### src/rtl/hd44780_ctrl.sv
// 4-bit HD44780 LCD bus sequencer: a valid/ready byte interface driven out as E-strobed nibbles.
// Define HD44780_INIT_EN to run the power-on initialisation sequence in hardware.
module hd44780_ctrl #(
   parameter int CNT_W       = 20,
   parameter int T_SETUP     = 1,
   parameter int T_EPULSE    = 6,
   parameter int T_HOLD      = 1,
   parameter int T_EXEC      = 480,
   parameter int T_CLEAR     = 19680,
   parameter int T_POWERUP   = 480000,
   parameter int T_INIT_LONG = 49200
)(
   input  logic       clk,
   input  logic       rst,
   input  logic       wr_valid,
   output logic       wr_ready,
   input  logic       wr_rs,
   input  logic       wr_nib,
   input  logic [7:0] wr_data,
   output logic       init_done,
   output logic       busy,
   output logic       lcd_rs,
   output logic       lcd_e,
   output logic [3:0] lcd_d
);

   typedef enum logic [2:0] {
      S_PWRUP, S_IDLE, S_SETUP, S_PULSE, S_HOLD, S_WAIT
`ifdef HD44780_INIT_EN
      , S_INIT
`endif
   } state_t;

   state_t           r_state;
   logic [CNT_W-1:0] r_cnt;
   logic             r_rs;
   logic             r_nib;
   logic [7:0]       r_data;
   logic             r_lo;
   logic             r_long;
   logic             r_ready;
   logic             r_busy;
   logic             r_init_done;
   logic             r_lcd_e;
   logic             r_lcd_rs;
   logic [3:0]       r_lcd_d;
`ifdef HD44780_INIT_EN
   logic [2:0]       r_istep;
   logic [7:0]       w_init_byte;
`endif

   logic [CNT_W-1:0] w_lim;
   logic [CNT_W-1:0] w_wlim;
   logic             w_clr;
   logic             w_done;

   // Clear (0x01) and home (0x02/0x03) instructions need the long execution wait
   assign w_clr  = ~r_rs && (r_data == 8'h01 || r_data == 8'h02 || r_data == 8'h03);
   assign w_wlim = r_long ? CNT_W'(T_INIT_LONG - 1) :
                   w_clr  ? CNT_W'(T_CLEAR - 1)     : CNT_W'(T_EXEC - 1);

   always_comb begin
      w_lim = '0;
      case (r_state)
         S_PWRUP: w_lim = CNT_W'(T_POWERUP - 1);
         S_SETUP: w_lim = CNT_W'(T_SETUP - 1);
         S_PULSE: w_lim = CNT_W'(T_EPULSE - 1);
         S_HOLD:  w_lim = CNT_W'(T_HOLD - 1);
         S_WAIT:  w_lim = w_wlim;
         default: w_lim = '0;
      endcase
   end
   assign w_done = (r_cnt == w_lim);

`ifdef HD44780_INIT_EN
   always_comb begin
      w_init_byte = 8'h30;
      case (r_istep)
         3'd3:    w_init_byte = 8'h20;
         3'd4:    w_init_byte = 8'h28;
         3'd5:    w_init_byte = 8'h0C;
         3'd6:    w_init_byte = 8'h01;
         3'd7:    w_init_byte = 8'h06;
         default: w_init_byte = 8'h30;
      endcase
   end
`endif

   always_ff @(posedge clk or negedge rst) begin
      if (!rst) begin
         r_state     <= S_PWRUP;
         r_cnt       <= '0;
         r_rs        <= 1'b0;
         r_nib       <= 1'b0;
         r_data      <= 8'h00;
         r_lo        <= 1'b0;
         r_long      <= 1'b0;
         r_ready     <= 1'b0;
         r_busy      <= 1'b1;
         r_init_done <= 1'b0;
         r_lcd_e     <= 1'b0;
         r_lcd_rs    <= 1'b0;
         r_lcd_d     <= 4'h0;
`ifdef HD44780_INIT_EN
         r_istep     <= 3'd0;
`endif
      end else begin
         r_cnt <= r_cnt + CNT_W'(1);
         case (r_state)
            S_PWRUP: if (w_done) begin
               r_cnt <= '0;
`ifdef HD44780_INIT_EN
               r_state <= S_INIT;
               r_istep <= 3'd0;
`else
               r_state     <= S_IDLE;
               r_init_done <= 1'b1;
               r_ready     <= 1'b1;
               r_busy      <= 1'b0;
`endif
            end
`ifdef HD44780_INIT_EN
            S_INIT: begin
               r_cnt    <= '0;
               r_rs     <= 1'b0;
               r_nib    <= (r_istep < 3'd4);
               r_long   <= (r_istep < 3'd2);
               r_data   <= w_init_byte;
               r_lo     <= 1'b0;
               r_lcd_rs <= 1'b0;
               r_lcd_d  <= w_init_byte[7:4];
               r_state  <= S_SETUP;
            end
`endif
            S_IDLE: begin
               r_cnt <= '0;
               if (wr_valid && r_ready) begin
                  r_rs     <= wr_rs;
                  r_nib    <= wr_nib;
                  r_data   <= wr_data;
                  r_long   <= 1'b0;
                  r_lo     <= 1'b0;
                  r_lcd_rs <= wr_rs;
                  r_lcd_d  <= wr_data[7:4];
                  r_ready  <= 1'b0;
                  r_busy   <= 1'b1;
                  r_state  <= S_SETUP;
               end
            end
            S_SETUP: if (w_done) begin
               r_cnt   <= '0;
               r_lcd_e <= 1'b1;
               r_state <= S_PULSE;
            end
            S_PULSE: if (w_done) begin
               r_cnt   <= '0;
               r_lcd_e <= 1'b0;
               r_state <= S_HOLD;
            end
            S_HOLD: if (w_done) begin
               r_cnt <= '0;
               if (!r_nib && !r_lo) begin
                  r_lo    <= 1'b1;
                  r_lcd_d <= r_data[3:0];
                  r_state <= S_SETUP;
               end else begin
                  r_state <= S_WAIT;
               end
            end
            S_WAIT: if (w_done) begin
               r_cnt       <= '0;
               r_state     <= S_IDLE;
               r_ready     <= 1'b1;
               r_busy      <= 1'b0;
               r_init_done <= 1'b1;
`ifdef HD44780_INIT_EN
               // Until the last init step is done, loop back for the next one
               if (!r_init_done && r_istep != 3'd7) begin
                  r_state     <= S_INIT;
                  r_ready     <= 1'b0;
                  r_busy      <= 1'b1;
                  r_init_done <= 1'b0;
                  r_istep     <= r_istep + 3'd1;
               end
`endif
            end
            default: begin
               r_cnt   <= '0;
               r_state <= S_PWRUP;
            end
         endcase
      end
   end

   assign wr_ready  = r_ready;
   assign busy      = r_busy;
   assign init_done = r_init_done;
   assign lcd_e     = r_lcd_e;
   assign lcd_rs    = r_lcd_rs;
   assign lcd_d     = r_lcd_d;

endmodule

### config.mk
export PLATFORM = sky130hd
export DESIGN_NAME = hd44780_ctrl
export DESIGN_NICKNAME = d
export VERILOG_FILES = /design/src/rtl/hd44780_ctrl.sv
export SDC_FILE = /design/constraint.sdc
export NUM_CORES = 1
export LEC_CHECK = 0
export ABC_AREA = 1
export CORE_MARGIN = 2
export CORE_UTILIZATION = 45
export DETAILED_ROUTE_END_ITERATION = 10
export PLACE_DENSITY = 0.65
export SYNTH_ARGS = -nofsm -noshare
export SYNTH_HDL_FRONTEND = slang
export SYNTH_SLANG_ARGS = --single-unit
export TNS_END_PERCENT = 1
### constraint.sdc
create_clock -name clk -period 2.04 [get_ports clk]
set_input_delay 0.306 -clock clk [delete_from_list [all_inputs] [get_ports clk]]
set_output_delay 0.306 -clock clk [all_outputs]
set_load 0.005 [all_outputs]
==> results of run 1 <==
==> kinds of logic (layout without fill, tap and decap cells) <==
| family | after synthesis | after routing |
|---|---|---|
| AOI/OAI and AO/OA | 26 | 26 |
| adders and majority gates | 1 | 1 |
| buffers and inverters | 49 | 79 |
| xor gates and xnor gates | 6 | 6 |
| DFF | 42 | 42 |
| muxes | 1 | 1 |
| and+or+nand+nor | 183 | 183 |
==> where the power goes <==
| part | leakage [nW] | switching, mW | internal (mW) | total [mW] |
|---|---|---|---|---|
| combinational | 0.855 | 0.0206 | 0.0215 | 0.0421 |
| clock | 0.0524 | 0.289 | 0.367 | 0.655 |
| sequential | 0.537 | 0 | 0.832 | 0.832 |
==> synth_stat cells, drive strengths merged <==
library cell and n:
nor4 2, nor3 7, nand3b 1, ha 1, mux2i 1, o21ai 17
nand3 27, nor3b 1, a21oi 4, o21a 1, xor2 3, inv 46
dfstp 1, o211ai 3, nor2 38, xnor2 3, o21bai 1, dfrtp 41
or2 8, nand4 11, nand2 88, clkbuf 3
==> worst min path at each step <==
| stage | from | end | slack (ns) | cells after the start |
|---|---|---|---|---|
| final | rst | r_cnt[10] | 0.07 | 2 |
| after global routing | rst | lcd_d[2] | 0.12 | 2 |
| after CTS | rst | r_cnt[10] | 0.09 | 2 |
| after detailed placement | rst | r_cnt[7] | 0.41 | 2 |
| after global placement | rst | r_cnt[5] | 0.41 | 2 |
| after floorplan | rst | init_done | 0.01 | 0 |
==> critical path, cell delays in order, from the launching register on <==
cell and delay (ns):
dfrtp_2 0.47, nor2_4 0.15, nand2_2 0.11, nand2_2 0.12
inv_2 0.07, nand2_2 0.06, nand3_2 0.10, nor2_4 0.16
nand3_4 0.14, nand2_4 0.12, nand3_4 0.13, nand2_1 0.10
o21ai_2 0.05
==> timing repair <==
| action | CTS | global route |
|---|---|---|
| hold buffers | 0 | 0 |
| buffers inserted | 0 | 0 |
| setup endpoints to repair | 0 | 19 |
| endpoints found under the hold margin | 0 | 0 |
| resized for setup | 0 | 6 |
==> cell type report <==
class                           instances  area (sq um)  share of cell area (%)
Clock buffer                            7          76.3                    2.75
Tap cell                               70          87.6                    3.15
Timing Repair Buffer                   25           235                    8.47
Inverter                               46           173                    6.22
Clock inverter                          1          30.0                    1.08
Sequential cell                        42          1050                    38.0
Multi-Input combinational cell        217          1120                    40.4
==> sequential cells by signal, summed over array words and instances, names as in the netlist, 3 cells and up <==
register,count
r_data,8
r_cnt,20
r_state,3
lcd_d,4
==> through the flow <==
stage               total power [mW]  worst slack, ns
finish                          1.53            0.155
global route                    1.59         -0.00495
CTS                             1.55           0.0475
detailed placement             0.892           0.0805
global placement               0.892            0.113
floorplan                      0.852            0.355
==> per-layer routing <==
metal,track usage (%),routed length [um],vias up
li1,-,-,1038
met1,25.0,2290,917
met2,28.8,2350,43
met3,3.79,210,7
met4,7.45,80,0
met5,0,0,-
==> impl_metrics.sql, run 1 <==
INSERT INTO impl_metrics (metric_group, metric, value, unit) VALUES
('outcome', 'outcome', 'finished, final reports clean', ''),
('place', 'dp_cells', '400', ''),
('final_layout', 'final_cell_area', '2780', 'sq um'),
('die', 'placementRows', '26', ''),
('clocking', 'tritoncts', 'yes', ''),
('synthesis', 'synth_top_family_by_area', 'simple AND/OR/NAND/NOR gates', ''),
('die', 'die_outline_area', '5790', 'sq um'),
('final_layout', 'ant_cells', '0', ''),
('sta', 'fmaxAchievable', '530', 'MHz'),
('setup_path', 'crit_fanout', '9', ''),
('drt', 'routed_wire_length_per_instance', '12.1', 'um'),
('die', 'width_of_the_die', '76.1', 'um'),
('synthesis', 'synth-compound-area-share', '6.58', '%'),
('sta', 'tightest_slew', '0.523', 'ns'),
('global_route', 'grt_remaining_overflow', '0', ''),
('synthesis', 'number_of_warnings_printed_during_yosys_synthesis', '0', ''),
('synthesis', 'post_synthesis_area_per_instance', '7.60', 'sq um'),
('die', 'boundaryPins', '22', ''),
('setup_path', 'reg2reg_slack', '0.15', 'ns'),
('drt', 'drtPass1Iterations', '5', ''),
('setup_path', 'timing.critical_path.from', 'r_state[0]', ''),
('final_layout', 'area_growth_syn_to_layout', '18.7', '%'),
('clocking', 'clockRootBuffer', 'clkbuf_8', ''),
('setup_path', 'worst-setup-path-type', 'reg -> reg', ''),
('setup_path', 'critPathArrivalTime', '2.07', 'ns'),
('drt', 'num_vias', '2005', ''),
('clocking', 'clock_insertion_delay_worst_skew', '0.30', 'ns'),
('power', 'ir_drop', '0.317', 'mV'),
('clocking', 'clock_sink_count', '42', ''),
('place', 'placedInstanceArea', '2650', 'sq um'),
('power', 'power_density', '550', 'nW/um^2'),
('drt', 'drt_drc_violations_left', '0', ''),
('die', 'initial_utilization', '46.1', '%'),
('final_layout', 'most_common_cell_after_layout_fill_and_taps_aside', 'nand2_1', ''),
('final_layout', 'final_cell_count_no_fill', '408', ''),
('sta', 'post-route-period-util', '92.4', '%'),
('global_route', 'grt_max_degree', '43', ''),
('drt', 'detailedRoute.firstIterationViolations', '151', ''),
('final_layout', 'most-common-layout-cells', '83 x nand2_1, 39 x dfrtp_1, 37 x inv_1', ''),
('die', 'core-area', '5070', 'sq um'),
('clocking', 'cts_buffer_depth', '2', ''),
('synthesis', 'synth_simple_gate_area_share', '37.4', '%'),
('sta', 'clock-skew-final', '0.00434', 'ns'),
('sta', 'total_neg_setup_slack', '0', 'ns'),
('final_layout', 'final_core_utilization', '54.7', '%'),
('synthesis', 'ys_seq_elements', '42', ''),
('setup_path', 'setup.worst_path.end', 'lcd_d[3]', ''),
('setup_path', 'timing.rr.end', 'lcd_d[3]', ''),
('drt', 'route.detailed.vias_per_inst', '4.91', ''),
('drt', 'drt-total-wl', '4.93', 'mm'),
('final_layout', 'nets', '351', ''),
('synthesis', 'synth-adder-area-share', '0.535', '%'),
('sta', 'maxSlewViolCount', '0', ''),
('place', 'detailedPlacementHpwl', '3.68', 'mm'),
('clocking', 'clk_pin_slew', '0.08', 'ns'),
('synthesis', 'mappedNetlistNets', '322', ''),
('drt', 'drt.antenna.violating_nets', '0', ''),
('setup_path', 'critPathLaunchType', 'flop', ''),
('place', 'buffer_ports.inserted', '21', ''),
('clocking', 'cts_buffers', '5', ''),
('global_route', 'grt_first_pass_wirelength', '8.46', 'mm'),
('run', 'maxCapViolCount', '0', ''),
('setup_path', 'type_of_destination_of_the_critical_path', 'flop', ''),
('synthesis', 'yosysUniqueCellTypes', '33', ''),
('power', 'reported_leakage_power', '1.44', 'nW'),
('global_route', 'grt_antenna_before_repair', '0', ''),
('sta', 'period_needed', '1.89', 'ns'),
('final_layout', 'nFillCells', '514', ''),
('place', 'globalplace.congestion', '0.884', ''),
('sta', 'worst_hold_margin', '0.0718', 'ns'),
('global_route', 'grtUsageTotal', '18.4', '%');
No activity file was read; power rests on OpenSTA's default activity.
==> inputs of run 2 (changes only) <==
--- a/config.mk
+++ b/config.mk
@@ -6,10 +6,11 @@
 export NUM_CORES = 1
 export LEC_CHECK = 0
 export ABC_AREA = 1
+export CAP_MARGIN = 20
 export CORE_MARGIN = 2
-export CORE_UTILIZATION = 45
+export CORE_UTILIZATION = 57
 export DETAILED_ROUTE_END_ITERATION = 10
-export PLACE_DENSITY = 0.65
+export PLACE_DENSITY = 0.79
 export SYNTH_ARGS = -nofsm -noshare
 export SYNTH_HDL_FRONTEND = slang
 export SYNTH_SLANG_ARGS = --single-unit
==> impl_metrics.sql, run 2 (synthesis results as in run 1) <==
INSERT INTO impl_metrics (metric_group, metric, value, unit) VALUES
('outcome', 'outcome', 'finished, final reports clean', ''),
('setup_path', 'regToRegStartpoint', 'r_cnt[1]', ''),
('hold_path', 'min_from', 'r_data[7]', ''),
('setup_path', 'reg2reg_slack', '0.16', 'ns'),
('sta', 'period_needed', '1.88', 'ns'),
('global_route', 'grt_antenna_before_repair', '0', ''),
('power', 'ir_drop', '0.521', 'mV'),
('hold_path', 'min_delay_path_depth', '2', ''),
('global_route', 'grt_pass1_vias', '1918', ''),
('die', 'boundaryPins', '22', ''),
('sta', 'report.final.hold_viol_count', '0', ''),
('hold_path', 'timing.hold.worst_endpoint', 'r_data[7]', ''),
('final_layout', 'most-common-layout-cells', '83 x nand2_1, 40 x dfrtp_1, 37 x inv_1', ''),
('setup_path', 'timing.rr.end', 'r_cnt[16]', ''),
('sta', 'worst_hold_margin', '0.477', 'ns'),
('clocking', 'clock_tree.htree_level_count', '2', ''),
('final_layout', 'registers.top_by_ff_count', 'r_cnt', ''),
('global_route', 'grt_first_pass_wirelength', '8.62', 'mm'),
('die', 'die_outline_area', '4630', 'sq um'),
('final_layout', 'final_cell_count_no_fill', '392', ''),
('setup_path', 'timing.critical_path.from', 'r_cnt[1]', ''),
('final_layout', 'nFillCells', '321', ''),
('setup_path', 'cell_count_of_the_worst_reg_to_reg_path', '9', ''),
('die', 'width_of_the_die', '68.1', 'um'),
('final_layout', 'multiInputGateArea', '1140', 'sq um'),
('setup_path', 'worst-setup-path-type', 'reg -> reg', ''),
('drt', 'detailedRoute.firstIterationViolations', '211', ''),
('clocking', 'cts_buffer_depth', '2', ''),
('drt', 'routed.top_layer', 'met4', ''),
('place', 'detailedPlacementHpwl', '3.76', 'mm'),
('global_route', 'grt_remaining_overflow', '0', ''),
('final_layout', 'largest_register_ff_count', '20', ''),
('drt', 'routed_wire_length_per_instance', '13.0', 'um'),
('final_layout', 'layout.area.seq', '1050', 'sq um'),
('final_layout', 'most_common_cell_after_layout_fill_and_taps_aside', 'nand2_1', ''),
('die', 'initial_utilization', '58.9', '%'),
('drt', 'met3RoutedLength', '286', 'um'),
('clocking', 'clock_sink_count', '42', ''),
('clocking', 'clk_pin_slew', '0.08', 'ns'),
('drt', 'route.detailed.vias_per_inst', '5.35', ''),
('die', 'die_h', '68.1', 'um'),
('sta', 'tightest_slew', '0.502', 'ns'),
('final_layout', 'nets', '355', ''),
('place', 'globalplace.congestion', '0.866', ''),
('drt', 'met1_wirelength', '2.33', 'mm'),
('setup_path', 'critPathLaunchType', 'flop', ''),
('sta', 'setup_violations', '0', ''),
('global_route', 'grt_max_degree', '23', ''),
('power', 'power_density', '519', 'nW/um^2'),
('setup_path', 'crit_fanout', '4', ''),
('die', 'core-area', '3970', 'sq um'),
('clocking', 'clockRootBuffer', 'clkbuf_8', ''),
('drt', 'drt-total-wl', '5.08', 'mm'),
('place', 'dp_cells', '380', ''),
('hold_path', 'class_of_the_tightest_hold_or_removal_check', 'reg -> reg', ''),
('sta', 'worst_slew_margin_rel', '66.5', '%'),
('sta', 'fmaxAchievable', '532', 'MHz'),
('die', 'placementRows', '23', ''),
('drt', 'drtPass1Iterations', '6', ''),
('power', 'reported_leakage_power', '1.46', 'nW'),
('setup_path', 'critPathArrivalTime', '2.08', 'ns'),
('clocking', 'clock_insertion_delay_worst_skew', '0.30', 'ns'),
('final_layout', 'area_growth_syn_to_layout', '19.4', '%'),
('run', 'maxCapViolCount', '0', ''),
('clocking', 'cts_buffers', '5', ''),
('place', 'buffer_ports.inserted', '21', ''),
('drt', 'detailroute.wirelength.met2', '2.39', 'mm'),
('global_route', 'grtUsageTotal', '24.7', '%'),
('drt', 'drt_drc_violations_left', '0', ''),
('sta', 'clock-skew-final', '0.00564', 'ns'),
('clocking', 'tritoncts', 'yes', ''),
('sta', 'grt_setup_unrepaired', 'yes', ''),
('setup_path', 'critPathRequiredTime', '2.24', 'ns'),
('sta', 'post-route-period-util', '92.2', '%'),
('drt', 'drt.antenna.violating_nets', '0', ''),
('final_layout', 'ant_cells', '0', ''),
('final_layout', 'layout-drive-gt1-share', '16.7', '%'),
('sta', 'maxSlewViolCount', '0', ''),
('setup_path', 'type_of_destination_of_the_critical_path', 'flop', ''),
('drt', 'num_vias', '2097', '');
-- run 2: cell types whose count changed in the layout (fill, tap and decap cells not counted), sizes merged --
cell / previous run / this run
buf: 5 / 7
bufinv: 1 / 0
clkbuf: 7 / 6
clkinv: 0 / 1
clkinvlp: 0 / 1
dlygate4sd3: 0 / 1
nand3: 27 / 28
-- run 2: how the worst max path moves through the flow --
stage / end / slack (ns) / cells past startpoint
3_3_place_gp: r_cnt[4] / 0.10 / 12
2_1_floorplan: lcd_d[3] / 0.36 / 12
6_report: r_cnt[16] / 0.16 / 9
5_1_grt: r_cnt[16] / -0.04 / 9
3_5_place_dp: r_cnt[4] / 0.10 / 12
4_1_cts: r_cnt[4] / 0.09 / 12
-- run 2: per-stage QoR --
stage	setup TNS (ns)	worst slack, ns	instance area [sq um]	total power, mW	utilization [%]
CTS	0	0.0874	2740	1.46	69.1
global route	-0.0667	-0.0410	2790	1.51	70.3
global placement	0	0.105	2640	0.895	66.4
detailed placement	0	0.104	2640	0.896	66.4
floorplan	0	0.355	2340	0.852	-
finish	0	0.159	2790	1.45	70.3
-- run 2: worst max-delay path, cell delays in order, from the launching register on --
cell and delay (ns):
dfrtp_1 0.40, ha_1 0.18, nand2_1 0.12, nor3_2 0.24
nand2_1 0.14, nor3_1 0.29, nand2_1 0.14, xnor2_1 0.14
nand3_1 0.08, inv_1 0.05
-- run 2: cell type report --
type	instances	share of cell area, %
Clock buffer	6	2.96
Clock inverter	2	0.448
Inverter	46	6.18
Multi-Input combinational cell	218	40.7
Sequential cell	42	37.7
Tap cell	50	2.24
Timing Repair Buffer	28	9.77
-- run 2: what timing repair did --
action | 4_1_cts | 5_1_grt
buffers inserted | 0 | 2
setup endpoints to repair | 0 | 20
resized for setup | 0 | 6
endpoints found under the hold margin | 19 | 0
hold buffers | 1 | 0
-- run 2: routing by layer --
| layer | global-route usage [%] | vias to the layer above |
|---|---|---|
| met4 | 9.00 | 0 |
| li1 | - | 1047 |
| met2 | 39.3 | 68 |
| met3 | 5.59 | 9 |
| met5 | 0 | - |
| met1 | 33.0 | 973 |
-- run 2: power by group --
group,internal (mW),switching [mW]
clock,0.272,0.299
sequential,0.832,0
combinational,0.0254,0.0220
